===== src/rtl/sram_bank_router_pkg.sv =====
// Shared types and packet-layout helpers for the SRAM bank command router.
package sram_bank_router_pkg;

    typedef enum logic [1:0] {
        IDLE = 2'd0,
        WAIT = 2'd1,
        HOLD = 2'd2
    } state_t;

    localparam int unsigned DEF_ADDR_W = 8;
    localparam int unsigned DEF_DATA_W = 32;
    localparam int unsigned DEF_MASK_W = DEF_DATA_W / 8;

    // Field offsets, LSB first: addr_ro, ena_ro, wdata, addr, wmask, wen, ena.
    function automatic int unsigned off_ena_ro(input int unsigned aw);
        return aw;
    endfunction

    function automatic int unsigned off_wdata(input int unsigned aw);
        return aw + 1;
    endfunction

    function automatic int unsigned off_addr(input int unsigned aw, input int unsigned dw);
        return aw + 1 + dw;
    endfunction

    function automatic int unsigned off_wmask(input int unsigned aw, input int unsigned dw);
        return 2 * aw + 1 + dw;
    endfunction

    function automatic int unsigned off_wen(input int unsigned aw, input int unsigned dw);
        return 2 * aw + 1 + dw + dw / 8;
    endfunction

    function automatic int unsigned off_ena(input int unsigned aw, input int unsigned dw);
        return 2 * aw + 2 + dw + dw / 8;
    endfunction

    function automatic int unsigned pkt_width(input int unsigned aw, input int unsigned dw);
        return 2 * aw + dw + dw / 8 + 3;
    endfunction

    // Command layout at the default widths (matches the offset helpers above).
    typedef struct packed {
        logic                  ena;
        logic                  wen;
        logic [DEF_MASK_W-1:0] wmask;
        logic [DEF_ADDR_W-1:0] addr;
        logic [DEF_DATA_W-1:0] wdata;
        logic                  ena_ro;
        logic [DEF_ADDR_W-1:0] addr_ro;
    } cmd_t;

endpackage


===== src/rtl/sram_bank_rsp_mux.sv =====
// Combinational selection of one bank's RW and RO read data by bank index.
module sram_bank_rsp_mux
    import sram_bank_router_pkg::*;
#(
    parameter int unsigned NUM_BANKS = 2,
    parameter int unsigned DATA_W    = 32,
    parameter int unsigned BANK_W    = 1
) (
    input  logic [BANK_W-1:0]           bank,
    input  logic [NUM_BANKS*DATA_W-1:0] rdata,
    input  logic [NUM_BANKS*DATA_W-1:0] rdata_ro,
    output logic [DATA_W-1:0]           rw_data_c,
    output logic [DATA_W-1:0]           ro_data_c
);

    always_comb begin
        rw_data_c = '0;
        ro_data_c = '0;
        for (int b = 0; b < int'(NUM_BANKS); b++) begin
            if (bank == BANK_W'(b)) begin
                rw_data_c = rdata[b*DATA_W +: DATA_W];
                ro_data_c = rdata_ro[b*DATA_W +: DATA_W];
            end
        end
    end

endmodule


===== src/rtl/sram_bank_router.sv =====
// Routes packed CPU commands to one of NUM_BANKS SRAM macros and returns read data.
// Optional statistics counters enabled by defining SRAM_BANK_ROUTER_STATS_EN.
module sram_bank_router
    import sram_bank_router_pkg::*;
#(
    parameter int unsigned NUM_BANKS = 2,
    parameter int unsigned ADDR_W    = 8,
    parameter int unsigned DATA_W    = 32,
    parameter int unsigned READ_LAT  = 1,
    localparam int unsigned BANK_W   = (NUM_BANKS > 1) ? $clog2(NUM_BANKS) : 1,
    localparam int unsigned MASK_W   = DATA_W / 8,
    localparam int unsigned PKT_W    = pkt_width(ADDR_W, DATA_W)
) (
    input  logic                        clk_in,
    input  logic                        rst_in,
    input  logic                        pkt_valid,
    output logic                        pkt_ready,
    input  logic [PKT_W-1:0]            pkt_data,
    input  logic [BANK_W-1:0]           pkt_bank,
    output logic [NUM_BANKS-1:0]        mem_ena,
    output logic [NUM_BANKS-1:0]        mem_wen,
    output logic [NUM_BANKS-1:0]        mem_ena_ro,
    output logic [NUM_BANKS*MASK_W-1:0] mem_wmask,
    output logic [NUM_BANKS*ADDR_W-1:0] mem_addr,
    output logic [NUM_BANKS*ADDR_W-1:0] mem_addr_ro,
    output logic [NUM_BANKS*DATA_W-1:0] mem_wdata,
    input  logic [NUM_BANKS*DATA_W-1:0] mem_rdata,
    input  logic [NUM_BANKS*DATA_W-1:0] mem_rdata_ro,
    output logic                        rsp_valid,
    input  logic                        rsp_ready,
    output logic                        rsp_rw_vld,
    output logic                        rsp_ro_vld,
    output logic [DATA_W-1:0]           rsp_rw_data,
    output logic [DATA_W-1:0]           rsp_ro_data,
    output logic [BANK_W-1:0]           rsp_bank,
    output logic                        err_bank,
    output logic [15:0]                 wr_count,
    output logic [15:0]                 rd_count
);

    localparam int unsigned OFF_ENA_RO = off_ena_ro(ADDR_W);
    localparam int unsigned OFF_WDATA  = off_wdata(ADDR_W);
    localparam int unsigned OFF_ADDR   = off_addr(ADDR_W, DATA_W);
    localparam int unsigned OFF_WMASK  = off_wmask(ADDR_W, DATA_W);
    localparam int unsigned OFF_WEN    = off_wen(ADDR_W, DATA_W);
    localparam int unsigned OFF_ENA    = off_ena(ADDR_W, DATA_W);
    localparam int unsigned CNT_W      = $clog2(READ_LAT + 1);

    state_t              state;
    logic [CNT_W-1:0]    lat_cnt;
    logic [BANK_W-1:0]   lat_bank;
    logic                lat_rw;
    logic                lat_ro;

    logic                f_ena;
    logic                f_wen;
    logic [MASK_W-1:0]   f_wmask;
    logic [ADDR_W-1:0]   f_addr;
    logic [DATA_W-1:0]   f_wdata;
    logic                f_ena_ro;
    logic [ADDR_W-1:0]   f_addr_ro;
    logic                in_range_c;
    logic                is_read_c;
    logic [DATA_W-1:0]   sel_rw_c;
    logic [DATA_W-1:0]   sel_ro_c;

    assign f_ena     = pkt_data[OFF_ENA];
    assign f_wen     = pkt_data[OFF_WEN];
    assign f_wmask   = pkt_data[OFF_WMASK +: MASK_W];
    assign f_addr    = pkt_data[OFF_ADDR +: ADDR_W];
    assign f_wdata   = pkt_data[OFF_WDATA +: DATA_W];
    assign f_ena_ro  = pkt_data[OFF_ENA_RO];
    assign f_addr_ro = pkt_data[ADDR_W-1:0];

    assign in_range_c = (32'(pkt_bank) < NUM_BANKS);
    assign is_read_c  = (f_ena & ~f_wen) | f_ena_ro;

    // Ready is a decode of the state, forced low while reset is held.
    assign pkt_ready = (state == IDLE) && !rst_in;

    sram_bank_rsp_mux #(
        .NUM_BANKS (NUM_BANKS),
        .DATA_W    (DATA_W),
        .BANK_W    (BANK_W)
    ) u_rsp_mux (
        .bank      (lat_bank),
        .rdata     (mem_rdata),
        .rdata_ro  (mem_rdata_ro),
        .rw_data_c (sel_rw_c),
        .ro_data_c (sel_ro_c)
    );

    // Command FSM: bank strobes are one-cycle pulses, response is held until taken.
    always_ff @(posedge clk_in) begin
        if (rst_in) begin
            state       <= IDLE;
            lat_cnt     <= '0;
            lat_bank    <= '0;
            lat_rw      <= 1'b0;
            lat_ro      <= 1'b0;
            mem_ena     <= '0;
            mem_wen     <= '0;
            mem_ena_ro  <= '0;
            mem_wmask   <= '0;
            mem_addr    <= '0;
            mem_addr_ro <= '0;
            mem_wdata   <= '0;
            rsp_valid   <= 1'b0;
            rsp_rw_vld  <= 1'b0;
            rsp_ro_vld  <= 1'b0;
            rsp_rw_data <= '0;
            rsp_ro_data <= '0;
            rsp_bank    <= '0;
            err_bank    <= 1'b0;
        end else begin
            mem_ena     <= '0;
            mem_wen     <= '0;
            mem_ena_ro  <= '0;
            mem_wmask   <= '0;
            mem_addr    <= '0;
            mem_addr_ro <= '0;
            mem_wdata   <= '0;
            err_bank    <= 1'b0;

            case (state)
                IDLE: begin
                    if (pkt_valid) begin
                        if (in_range_c) begin
                            for (int b = 0; b < int'(NUM_BANKS); b++) begin
                                if (pkt_bank == BANK_W'(b)) begin
                                    mem_ena[b]                       <= f_ena;
                                    mem_wen[b]                       <= f_wen;
                                    mem_ena_ro[b]                    <= f_ena_ro;
                                    mem_wmask[b*MASK_W +: MASK_W]    <= f_wmask;
                                    mem_addr[b*ADDR_W +: ADDR_W]     <= f_addr;
                                    mem_addr_ro[b*ADDR_W +: ADDR_W]  <= f_addr_ro;
                                    mem_wdata[b*DATA_W +: DATA_W]    <= f_wdata;
                                end
                            end
                            if (is_read_c) begin
                                state    <= WAIT;
                                lat_cnt  <= CNT_W'(READ_LAT);
                                lat_bank <= pkt_bank;
                                lat_rw   <= f_ena & ~f_wen;
                                lat_ro   <= f_ena_ro;
                            end
                        end else begin
                            err_bank <= 1'b1;
                        end
                    end
                end

                WAIT: begin
                    if (lat_cnt == '0) begin
                        state       <= HOLD;
                        rsp_valid   <= 1'b1;
                        rsp_rw_vld  <= lat_rw;
                        rsp_ro_vld  <= lat_ro;
                        rsp_rw_data <= lat_rw ? sel_rw_c : '0;
                        rsp_ro_data <= lat_ro ? sel_ro_c : '0;
                        rsp_bank    <= lat_bank;
                    end else begin
                        lat_cnt <= lat_cnt - CNT_W'(1);
                    end
                end

                HOLD: begin
                    if (rsp_ready) begin
                        state     <= IDLE;
                        rsp_valid <= 1'b0;
                    end
                end

                default: begin
                    state <= IDLE;
                end
            endcase
        end
    end

`ifdef SRAM_BANK_ROUTER_STATS_EN
    logic wr_inc_c;
    logic rd_inc_c;

    assign wr_inc_c = (state == IDLE) && pkt_valid && in_range_c && f_ena && f_wen;
    assign rd_inc_c = (state == HOLD) && rsp_ready;

    // Saturating statistics counters.
    always_ff @(posedge clk_in) begin
        if (rst_in) begin
            wr_count <= '0;
            rd_count <= '0;
        end else begin
            if (wr_inc_c && (wr_count != 16'hFFFF)) begin
                wr_count <= wr_count + 16'd1;
            end
            if (rd_inc_c && (rd_count != 16'hFFFF)) begin
                rd_count <= rd_count + 16'd1;
            end
        end
    end
`else
    assign wr_count = '0;
    assign rd_count = '0;
`endif

endmodule


===== config.mk =====
export PLATFORM = sky130hd
export DESIGN_NAME = sram_bank_router
export DESIGN_NICKNAME = d
export VERILOG_FILES = /design/src/rtl/sram_bank_router_pkg.sv /design/src/rtl/sram_bank_rsp_mux.sv /design/src/rtl/sram_bank_router.sv
export SDC_FILE = /design/constraint.sdc
export NUM_CORES = 1
export LEC_CHECK = 0
export ABC_AREA = 1
export BUFFER_PORTS_ARGS = -buffer_cell sky130_fd_sc_hd__clkbuf_2
export CAP_MARGIN = 20
export CORE_AREA = 2 2 155 157
export CTS_BUF_LIST = sky130_fd_sc_hd__clkbuf_16
export DETAILED_ROUTE_END_ITERATION = 7
export DIE_AREA = 0 0 157 159
export REMOVE_ABC_BUFFERS = 1
export SLEW_MARGIN = 10
export SYNTH_ARGS = -nofsm -noshare
export SYNTH_HDL_FRONTEND = slang
export SYNTH_HIERARCHICAL = 1
export SYNTH_SLANG_ARGS = --single-unit

===== constraint.sdc =====
create_clock -name clk_in -period 2.2 [get_ports clk_in]
set_input_delay 0.11 -clock clk_in [delete_from_list [all_inputs] [get_ports clk_in]]
set_output_delay 0.11 -clock clk_in [all_outputs]
set_load 0.005 [all_outputs]

==> flow_metrics.env, run 1 <==
export IMPL_outcome="completed"
export IMPL_initial_utilization=0.2895
export IMPL_setup_viol=0
export IMPL_portBuffers=366
export IMPL_path_clk_slew_ns=0.08
export IMPL_die_area_sq_um=24960
export IMPL_r2r_end="rsp_rw_data[17]"
export IMPL_drt_pass1_iterations=4
export IMPL_antenna_found_initial=0
export IMPL_holdPathEnd="rsp_ro_data[13]"
export IMPL_ys_seq_area_frac=0.5485
export IMPL_timing_final_max_slew_violations=0
export IMPL_crit_path_start="lat_bank"
export IMPL_min_delay_path_depth=5
export IMPL_worstSetupStartpointType="flop"
export IMPL_yosysWarnings=6
export IMPL_drtAntennaViolNets=0
export IMPL_crit_type="reg2reg"
export IMPL_power_per_cell_area_nw_per_um2=748.1
export IMPL_gp_congestion=0.8394
export IMPL_cts_buffer_depth=2
export IMPL_hold_viol=0
export IMPL_cp_slowest_cell="dlygate4sd3_1"
export IMPL_rsz0062_at_grt="false"
export IMPL_via_count=6717
export IMPL_grt_overflow=0
export IMPL_avgSynthCellArea_sq_um=7.719
export IMPL_cp_top_family="buffers and inverters"
export IMPL_cts_buffers_inserted=17
export IMPL_clock_skew_ns=0.01244
export IMPL_slew_headroom=0.4815
export IMPL_coreArea_sq_um=23190
export IMPL_syn_inst=870
export IMPL_fp_dieW_um=157
export IMPL_cts_root_buf="clkbuf_16"
export IMPL_wirelength_mm=21.63
export IMPL_post_cts_resized=0
export IMPL_dpl_hpwl_mm=15.18
export IMPL_fin_ws_ns=0.2672
export IMPL_die_h_um=159
export IMPL_wl_per_cell_um=13.49
export IMPL_cp_arrival_ns=2.29
export IMPL_regToRegSetupSlack_ns=0.27
export IMPL_cts_tree="built"
export IMPL_drt_iter0_drc=330
export IMPL_cap_violations=0
export IMPL_total_power_mw=7.340
export IMPL_synth_area_sq_um=6715
export IMPL_area_growth_pct=46.12
export IMPL_path_cells="inv_2 -> buf_4 -> nand2_1 -> nand2_1 -> dlygate4sd3_1 -> nand3_1 -> a21oi_1"
export IMPL_grt_max_degree=71
export IMPL_critPathMaxStageDelay_ns=0.55
export IMPL_nFillCells=2427
export IMPL_crit_required_ns=2.55
export IMPL_worst_path_max_fanout=64
export IMPL_worstMarginPinSlew_ns=0.7778
export IMPL_finalNetCount=1459
export IMPL_core_rowCount=56
export IMPL_drive_gt1_frac=0.3232
export IMPL_crit_path_frequent_cell="nand2_1"
export IMPL_reg2reg_depth=7
export IMPL_grt_usage=0.1727
export IMPL_ir_drop_mv=0.5621
export IMPL_p_leak_nw=5.119
export IMPL_grt_first_pass_wirelength_mm=33.78
export IMPL_r2r_start="lat_bank"
export IMPL_cts_setup_buffers=0
export IMPL_period_share=0.8785
export IMPL_max_freq_mhz=517.4
export IMPL_ys_types=22
export IMPL_num_antenna_cells=0
export IMPL_post_route_min_period_ns=1.933
export IMPL_endpoint_kind="flop"
export IMPL_synth_seq_cells=184
export IMPL_viasPerCell=4.190
export IMPL_io_pins=400
export IMPL_grt_pass1_vias=6486
export IMPL_clock_sinks=184
export IMPL_hp_start="mem_rdata_ro[13]"
export IMPL_cp_buffers_inverters=3
export IMPL_cts_htree_levels=4
export IMPL_dp_slack_ns=0.7122
export IMPL_hold_class="in2reg"
export IMPL_drc_errors=0
export IMPL_clk_latency_ns=0.43
worst reg2reg max path, delay by kind of cell, from the launching register on:
| kind | cells | cell delay, ns |
|---|---|---|
| buf+inv | 3 | 1.07 |
| flops | 1 | 0.32 |
| compound gates | 1 | 0.13 |
| simple gates | 3 | 0.34 |
metrics by stage:
step / TNS (ns) / instances / instance area (sq um) / utilization / hold WS (ns)
floorplan: -16.59 / 815 / 6262 / - / 0.1791
detailed placement: 0 / 1510 / 8594 / 0.3706 / 0.3365
global placement: 0 / 1510 / 8594 / 0.3706 / 0.3346
CTS: 0 / 1603 / 9812 / 0.4231 / 0.00004402
finish: 0 / 1603 / 9812 / 0.4231 / 0.02326
global route: 0 / 1603 / 9812 / 0.4231 / 0.01044
synthesized netlist by cell type, drive strengths merged:
master / number / area share
buf: 67 / 0.065
nor3: 1 / 0.0015
nand4: 2 / 0.0019
conb: 1 / 0.00056
a21oi: 71 / 0.053
clkbuf: 20 / 0.020
dfxtp: 184 / 0.55
o21ai: 1 / 0.00074
inv: 65 / 0.036
a31oi: 1 / 0.00093
nand2: 271 / 0.15
nand3b: 2 / 0.0022
nor2: 117 / 0.067
nand3: 67 / 0.051
cell type report:
type,count,area [sq um],share of cell area
clock buffer,17,425.4,0.04336
clock inverter,15,181.4,0.01849
inverter,65,244.0,0.02487
multi-input combinational,566,2335,0.2379
sequential,184,3685,0.3755
tap,319,399.1,0.04068
timing repair buffer,437,2542,0.2591
routing by layer:
metal | vias to the layer above | global-route usage | part of all wire | wire [um]
li1 | 3397 | - | - | -
met1 | 3050 | 0.1972 | 0.40 | 8676
met2 | 223 | 0.3046 | 0.52 | 11140
met3 | 47 | 0.04056 | 0.051 | 1103
met4 | 0 | 0.07548 | 0.033 | 708
met5 | - | 0 | 0 | 0
worst max path at each step:
stage	slack [ns]	to	depth (start not counted)
finish	0.27	rsp_rw_data[17]	7
global route	0.18	rsp_rw_data[17]	7
global placement	0.73	mem_wdata[15]	5
detailed placement	0.71	mem_addr_ro[1]	5
CTS	0.30	rsp_rw_data[17]	7
floorplan	-0.26	rsp_ro_data[0]	5
logic make-up after synthesis:
kind of cell	synth area share
other	0.0005584
AO/OA/AOI/OAI	0.05459
flip-flops	0.5485
AND/OR/NAND/NOR	0.2746
buffers and inverters	0.1217
layout by cell type (no fill, tap or decap), drive strengths merged:
cell / instances
dlygate4sd3: 61
clkbuf: 383
nor3: 1
a21oi: 71
nand4: 2
conb: 33
nand3b: 2
inv: 71
dfxtp: 184
a31oi: 1
nand2: 271
nor2: 117
o21ai: 1
clkinv: 9
buf: 10
nand3: 67
registers in the layout (all words and copies together) (netlist names):
| name | count |
|---|---|
| rsp_bank | 1 |
| mem_wen | 2 |
| mem_ena | 2 |
| rsp_rw_data | 32 |
| rsp_ro_data | 32 |
| mem_wmask | 8 |
| lat_rw | 1 |
| lat_cnt | 1 |
| mem_wdata | 64 |
| state | 2 |
| mem_addr_ro | 16 |
| lat_ro | 1 |
| mem_addr | 16 |
| lat_bank | 1 |
| rsp_rw_vld | 1 |
| rsp_valid | 1 |
| rsp_ro_vld | 1 |
| mem_ena_ro | 2 |
where the power goes:
part           total [mW]  switching [mW]  leakage [nW]  internal [mW]
registers            3.44          0.0300          1.49           3.41
clock network        3.05            1.51         0.292           1.54
logic               0.845           0.488          3.34          0.357
timing repair:
action | in CTS | in global routing
setup endpoints to repair | 0 | 0
hold buffers | 61 | 0
endpoints found under the hold margin | 115 | 0
(Power assumes the default switching activity.)
==> run 2, diff against run 1 <==
- clock period: 2.2 -> 2 ns (I/O delays scaled with it)
==> flow_metrics.env, run 2 (synthesized netlist as in run 1, its figures left out) <==
export IMPL_ir_drop_mv=0.5401
export IMPL_num_antenna_cells=0
export IMPL_max_freq_mhz=545.6
export IMPL_grt_max_degree=71
export IMPL_area_growth_pct=46.51
export IMPL_cts_root_buf="clkbuf_16"
export IMPL_post_cts_resized=0
export IMPL_worst_path_max_fanout=64
export IMPL_io_pins=400
export IMPL_regMostFlops="mem_wdata"
export IMPL_grt_first_pass_wirelength_mm=32.95
export IMPL_drt_pass1_iterations=5
export IMPL_endpoint_kind="flop"
export IMPL_path_clk_slew_ns=0.08
export IMPL_wl_per_cell_um=13.30
export IMPL_fp_dieW_um=157
export IMPL_gp_congestion=0.8573
export IMPL_drt_iter0_drc=299
export IMPL_crit_path_start="lat_bank"
export IMPL_grt_pass1_vias=6278
export IMPL_seqPwrFrac=0.472
export IMPL_largest_register_ffs=64
export IMPL_slew_headroom=0.4956
export IMPL_worstSetupStartpointType="flop"
export IMPL_initial_utilization=0.2895
export IMPL_cts_buffers_inserted=17
export IMPL_hold_class="in2reg"
export IMPL_total_power_mw=8.024
export IMPL_clock_skew_ns=0.009546
export IMPL_portBuffers=366
export IMPL_viasPerCell=4.192
export IMPL_setup_viol=0
export IMPL_core_rowCount=56
export IMPL_cts_setup_buffers=0
export IMPL_rsz0062_at_grt="false"
export IMPL_drtAntennaViolNets=0
export IMPL_p_switching_mw=2.200
export IMPL_dp_cells=1509
export IMPL_via_count=6724
export IMPL_final_cells=1604
export IMPL_post_route_min_period_ns=1.833
export IMPL_pwr_share_comb=0.116
export IMPL_die_h_um=159
export IMPL_antenna_found_initial=0
export IMPL_cap_violations=0
export IMPL_final_cell_mix="366 x clkbuf_2, 270 x nand2_1, 183 x dfxtp_1"
export IMPL_grt_usage=0.1668
export IMPL_period_share=0.9163
export IMPL_grt_overflow=0
export IMPL_finalNetCount=1460
export IMPL_cts_buffer_depth=2
export IMPL_r2r_start="lat_bank"
export IMPL_timing_final_max_slew_violations=0
export IMPL_coreArea_sq_um=23190
export IMPL_fin_area_sq_um=9838
export IMPL_crit_required_ns=2.28
export IMPL_wirelength_mm=21.34
export IMPL_die_area_sq_um=24960
export IMPL_hp_start="mem_rdata_ro[21]"
export IMPL_p_leak_nw=5.134
export IMPL_place_area_sq_um=8625
export IMPL_power_per_cell_area_nw_per_um2=815.6
export IMPL_final_common_cell="clkbuf_2"
export IMPL_intPower_mw=5.824
export IMPL_clk_latency_ns=0.42
export IMPL_worstMarginPinSlew_ns=0.7566
export IMPL_hold_viol=0
export IMPL_outcome="completed"
export IMPL_cts_hold_buf=63
export IMPL_crit_type="reg2reg"
export IMPL_clkPwrFrac=0.411
export IMPL_cts_tree="built"
export IMPL_drive_gt1_frac=0.3222
export IMPL_drc_errors=0
export IMPL_cp_arrival_ns=2.11
export IMPL_reg_top3="mem_wdata (64), rsp_ro_data (32), rsp_rw_data (32)"
export IMPL_dpl_hpwl_mm=15.25
export IMPL_p_sw_frac=0.2742
export IMPL_clock_sinks=184
export IMPL_cts_htree_levels=4
run 2: per-stage QoR:
step / worst slack, ns / setup TNS [ns] / hold WS [ns] / util
after detailed placement: 0.3717 / 0 / 0.3276 / 0.3719
after floorplan: -0.4592 / -29.81 / 0.1691 / -
final: 0.1673 / 0 / 0.02056 / 0.4242
after global placement: 0.4309 / 0 / 0.3248 / 0.3719
after global routing: 0.08338 / 0 / 0.01480 / 0.4242
after CTS: 0.2245 / 0 / 0.00001679 / 0.4242
run 2: layout make-up:
class	instances	area, sq um
fillers	2416	13350
flip-flops and latches	184	3685
repair buffers	438	2592
multi-input cells	566	2335
clock buffers	17	425.4
well taps	319	399.1
inverters	65	244.0
clock inverters	15	157.7
run 2: worst max-delay path: stages (launching register included):
cell and delay, ns:
dfxtp_2 0.53, inv_2 0.08, buf_12 0.19, nand2_1 0.10
nand2_1 0.04, dlygate4sd3_1 0.55, nand3_1 0.08, a21oi_1 0.07
run 2: layer usage:
layer,wire [um],vias to the layer above,track usage,share of wire
li1,-,3404,-,-
met1,8761,3069,0.1954,0.41
met2,10900,204,0.2953,0.51
met3,1014,47,0.03266,0.048
met4,667,0,0.06881,0.031
met5,0,-,0,0
run 2: power by group through the flow:
stage,Sequential (mW),Combinational (mW),Clock [mW]
detailed placement,3.88,0.831,0
finish,3.79,0.933,3.30
global placement,3.87,0.833,0
floorplan,3.92,0.321,0
CTS,3.79,0.939,3.42
global route,3.80,1.04,3.56
run 2: worst paths after layout:
path | to | slack, ns | cells past startpoint
max | rsp_rw_data[17] | 0.17 | 7
min | rsp_ro_data[21] | 0.02 | 5
max reg2reg | rsp_rw_data[17] | 0.17 | 7
min reg2reg | rsp_ro_vld | 0.46 | 2
==> run 3, diff against run 2 <==
- clock period: 2 -> 2.3 ns (I/O delays scaled with it)
==> flow_metrics.env, run 3 (synthesized netlist as in run 1, its figures left out) <==
export IMPL_outcome="completed"
export IMPL_cap_violations=0
export IMPL_clock_sinks=184
export IMPL_setup_viol=0
export IMPL_cts_buffer_depth=2
export IMPL_cp_arrival_ns=2.07
export IMPL_p_leak_nw=5.123
export IMPL_final_cell_mix="366 x clkbuf_2, 270 x nand2_1, 183 x dfxtp_1"
export IMPL_die_h_um=159
export IMPL_via_count=6691
export IMPL_worstSetupStartpointType="flop"
export IMPL_final_util=0.4222
export IMPL_antenna_found_initial=1
export IMPL_hold_class="in2reg"
export IMPL_timing_final_max_slew_violations=0
export IMPL_io_pins=400
export IMPL_cts_root_buf="clkbuf_16"
export IMPL_initial_utilization=0.2895
export IMPL_grt_first_pass_wirelength_mm=34.22
export IMPL_grt_max_degree=71
export IMPL_worstMarginPinSlew_ns=0.7759
export IMPL_worst_path_max_fanout=25
export IMPL_portBuffers=366
export IMPL_path_clk_slew_ns=0.08
export IMPL_max_freq_mhz=583.6
export IMPL_total_power_mw=7.031
export IMPL_post_route_min_period_ns=1.713
export IMPL_min_delay_path_depth=4
export IMPL_regMostFlops="mem_wdata"
export IMPL_crit_type="reg2reg"
export IMPL_reg_top3="mem_wdata (64), rsp_ro_data (32), rsp_rw_data (32)"
export IMPL_ir_drop_mv=0.5810
export IMPL_drt_iter0_drc=332
export IMPL_cts_hold_buf=55
export IMPL_period_share=0.7450
export IMPL_fin_tns_setup_ns=0
export IMPL_cts_buffers_inserted=17
export IMPL_coreArea_sq_um=23190
export IMPL_hold_viol=0
export IMPL_clock_skew_ns=0.01011
export IMPL_cts_setup_buffers=0
export IMPL_die_area_sq_um=24960
export IMPL_largest_register_ffs=64
export IMPL_fin_ws_ns=0.5866
export IMPL_slew_headroom=0.4827
export IMPL_fp_dieW_um=157
export IMPL_dp_slack_ns=0.5796
export IMPL_drive_gt1_frac=0.3268
export IMPL_drt_pass1_iterations=4
export IMPL_power_per_cell_area_nw_per_um2=718.0
export IMPL_rsz0062_at_grt="false"
export IMPL_cts_tree="built"
export IMPL_hold_slack_ns=0.02552
export IMPL_wl_per_cell_um=13.65
export IMPL_clk_latency_ns=0.42
export IMPL_finalNetCount=1457
export IMPL_grt_pass1_vias=6678
export IMPL_crit_required_ns=2.66
export IMPL_final_common_cell="clkbuf_2"
export IMPL_drtAntennaViolNets=0
export IMPL_endpoint_kind="flop"
export IMPL_grt_usage=0.1743
export IMPL_viasPerCell=4.177
export IMPL_cts_htree_levels=4
export IMPL_wirelength_mm=21.87
export IMPL_drc_errors=0
export IMPL_post_cts_resized=0
export IMPL_core_rowCount=56
export IMPL_grt_overflow=0
export IMPL_reg2reg_depth=4
export IMPL_gp_congestion=0.8628
export IMPL_area_growth_pct=45.82
export IMPL_dpl_hpwl_mm=15.50
==> run 3: path summary, 6_finish.rpt <==
check                                     start         endpoint  slack (ns)
worst min-delay path                pkt_data[8]           lat_rw        0.03
worst max-delay path                   state[1]     mem_addr[11]        0.59
worst max register to register         state[1]     mem_addr[11]        0.59
worst min register to register  rsp_rw_data[21]  rsp_rw_data[21]        0.46
==> run 3: layout make-up <==
cell class              count  area [sq um]
inverters                  65         244.0
repair buffers            435          2525
flip-flops and latches    184          3685
clock inverters            15         176.4
multi-input cells         566          2335
fillers                  2396         13400
well taps                 319         399.1
diodes                      1         2.502
clock buffers              17         425.4
==> run 3: per-layer routing <==
metal	part of all wire	track usage	vias to the layer above
li1	-	-	3394
met1	0.41	0.1981	3011
met2	0.50	0.3068	223
met3	0.045	0.03783	63
met4	0.045	0.08465	0
met5	0	0	-
==> run 3: where the power goes <==
part           switching, mW  internal, mW
combinational          0.462         0.338
sequential            0.0336          3.26
clock                   1.46          1.48
total                   1.95          5.08
==> run 3: critical path, cell delays in order, from the launching register on <==
cell and delay, ns:
dfxtp_1 0.36, nor3_2 0.27, nand3_2 0.52, buf_12 0.37
nor2_1 0.11
==> run 3: metrics by stage <==
stage / instances / cell area (sq um)
after floorplan: 815 / 6262
after global placement: 1514 / 8637
after detailed placement: 1514 / 8637
after CTS: 1601 / 9789
after global routing: 1602 / 9792
final: 1602 / 9792
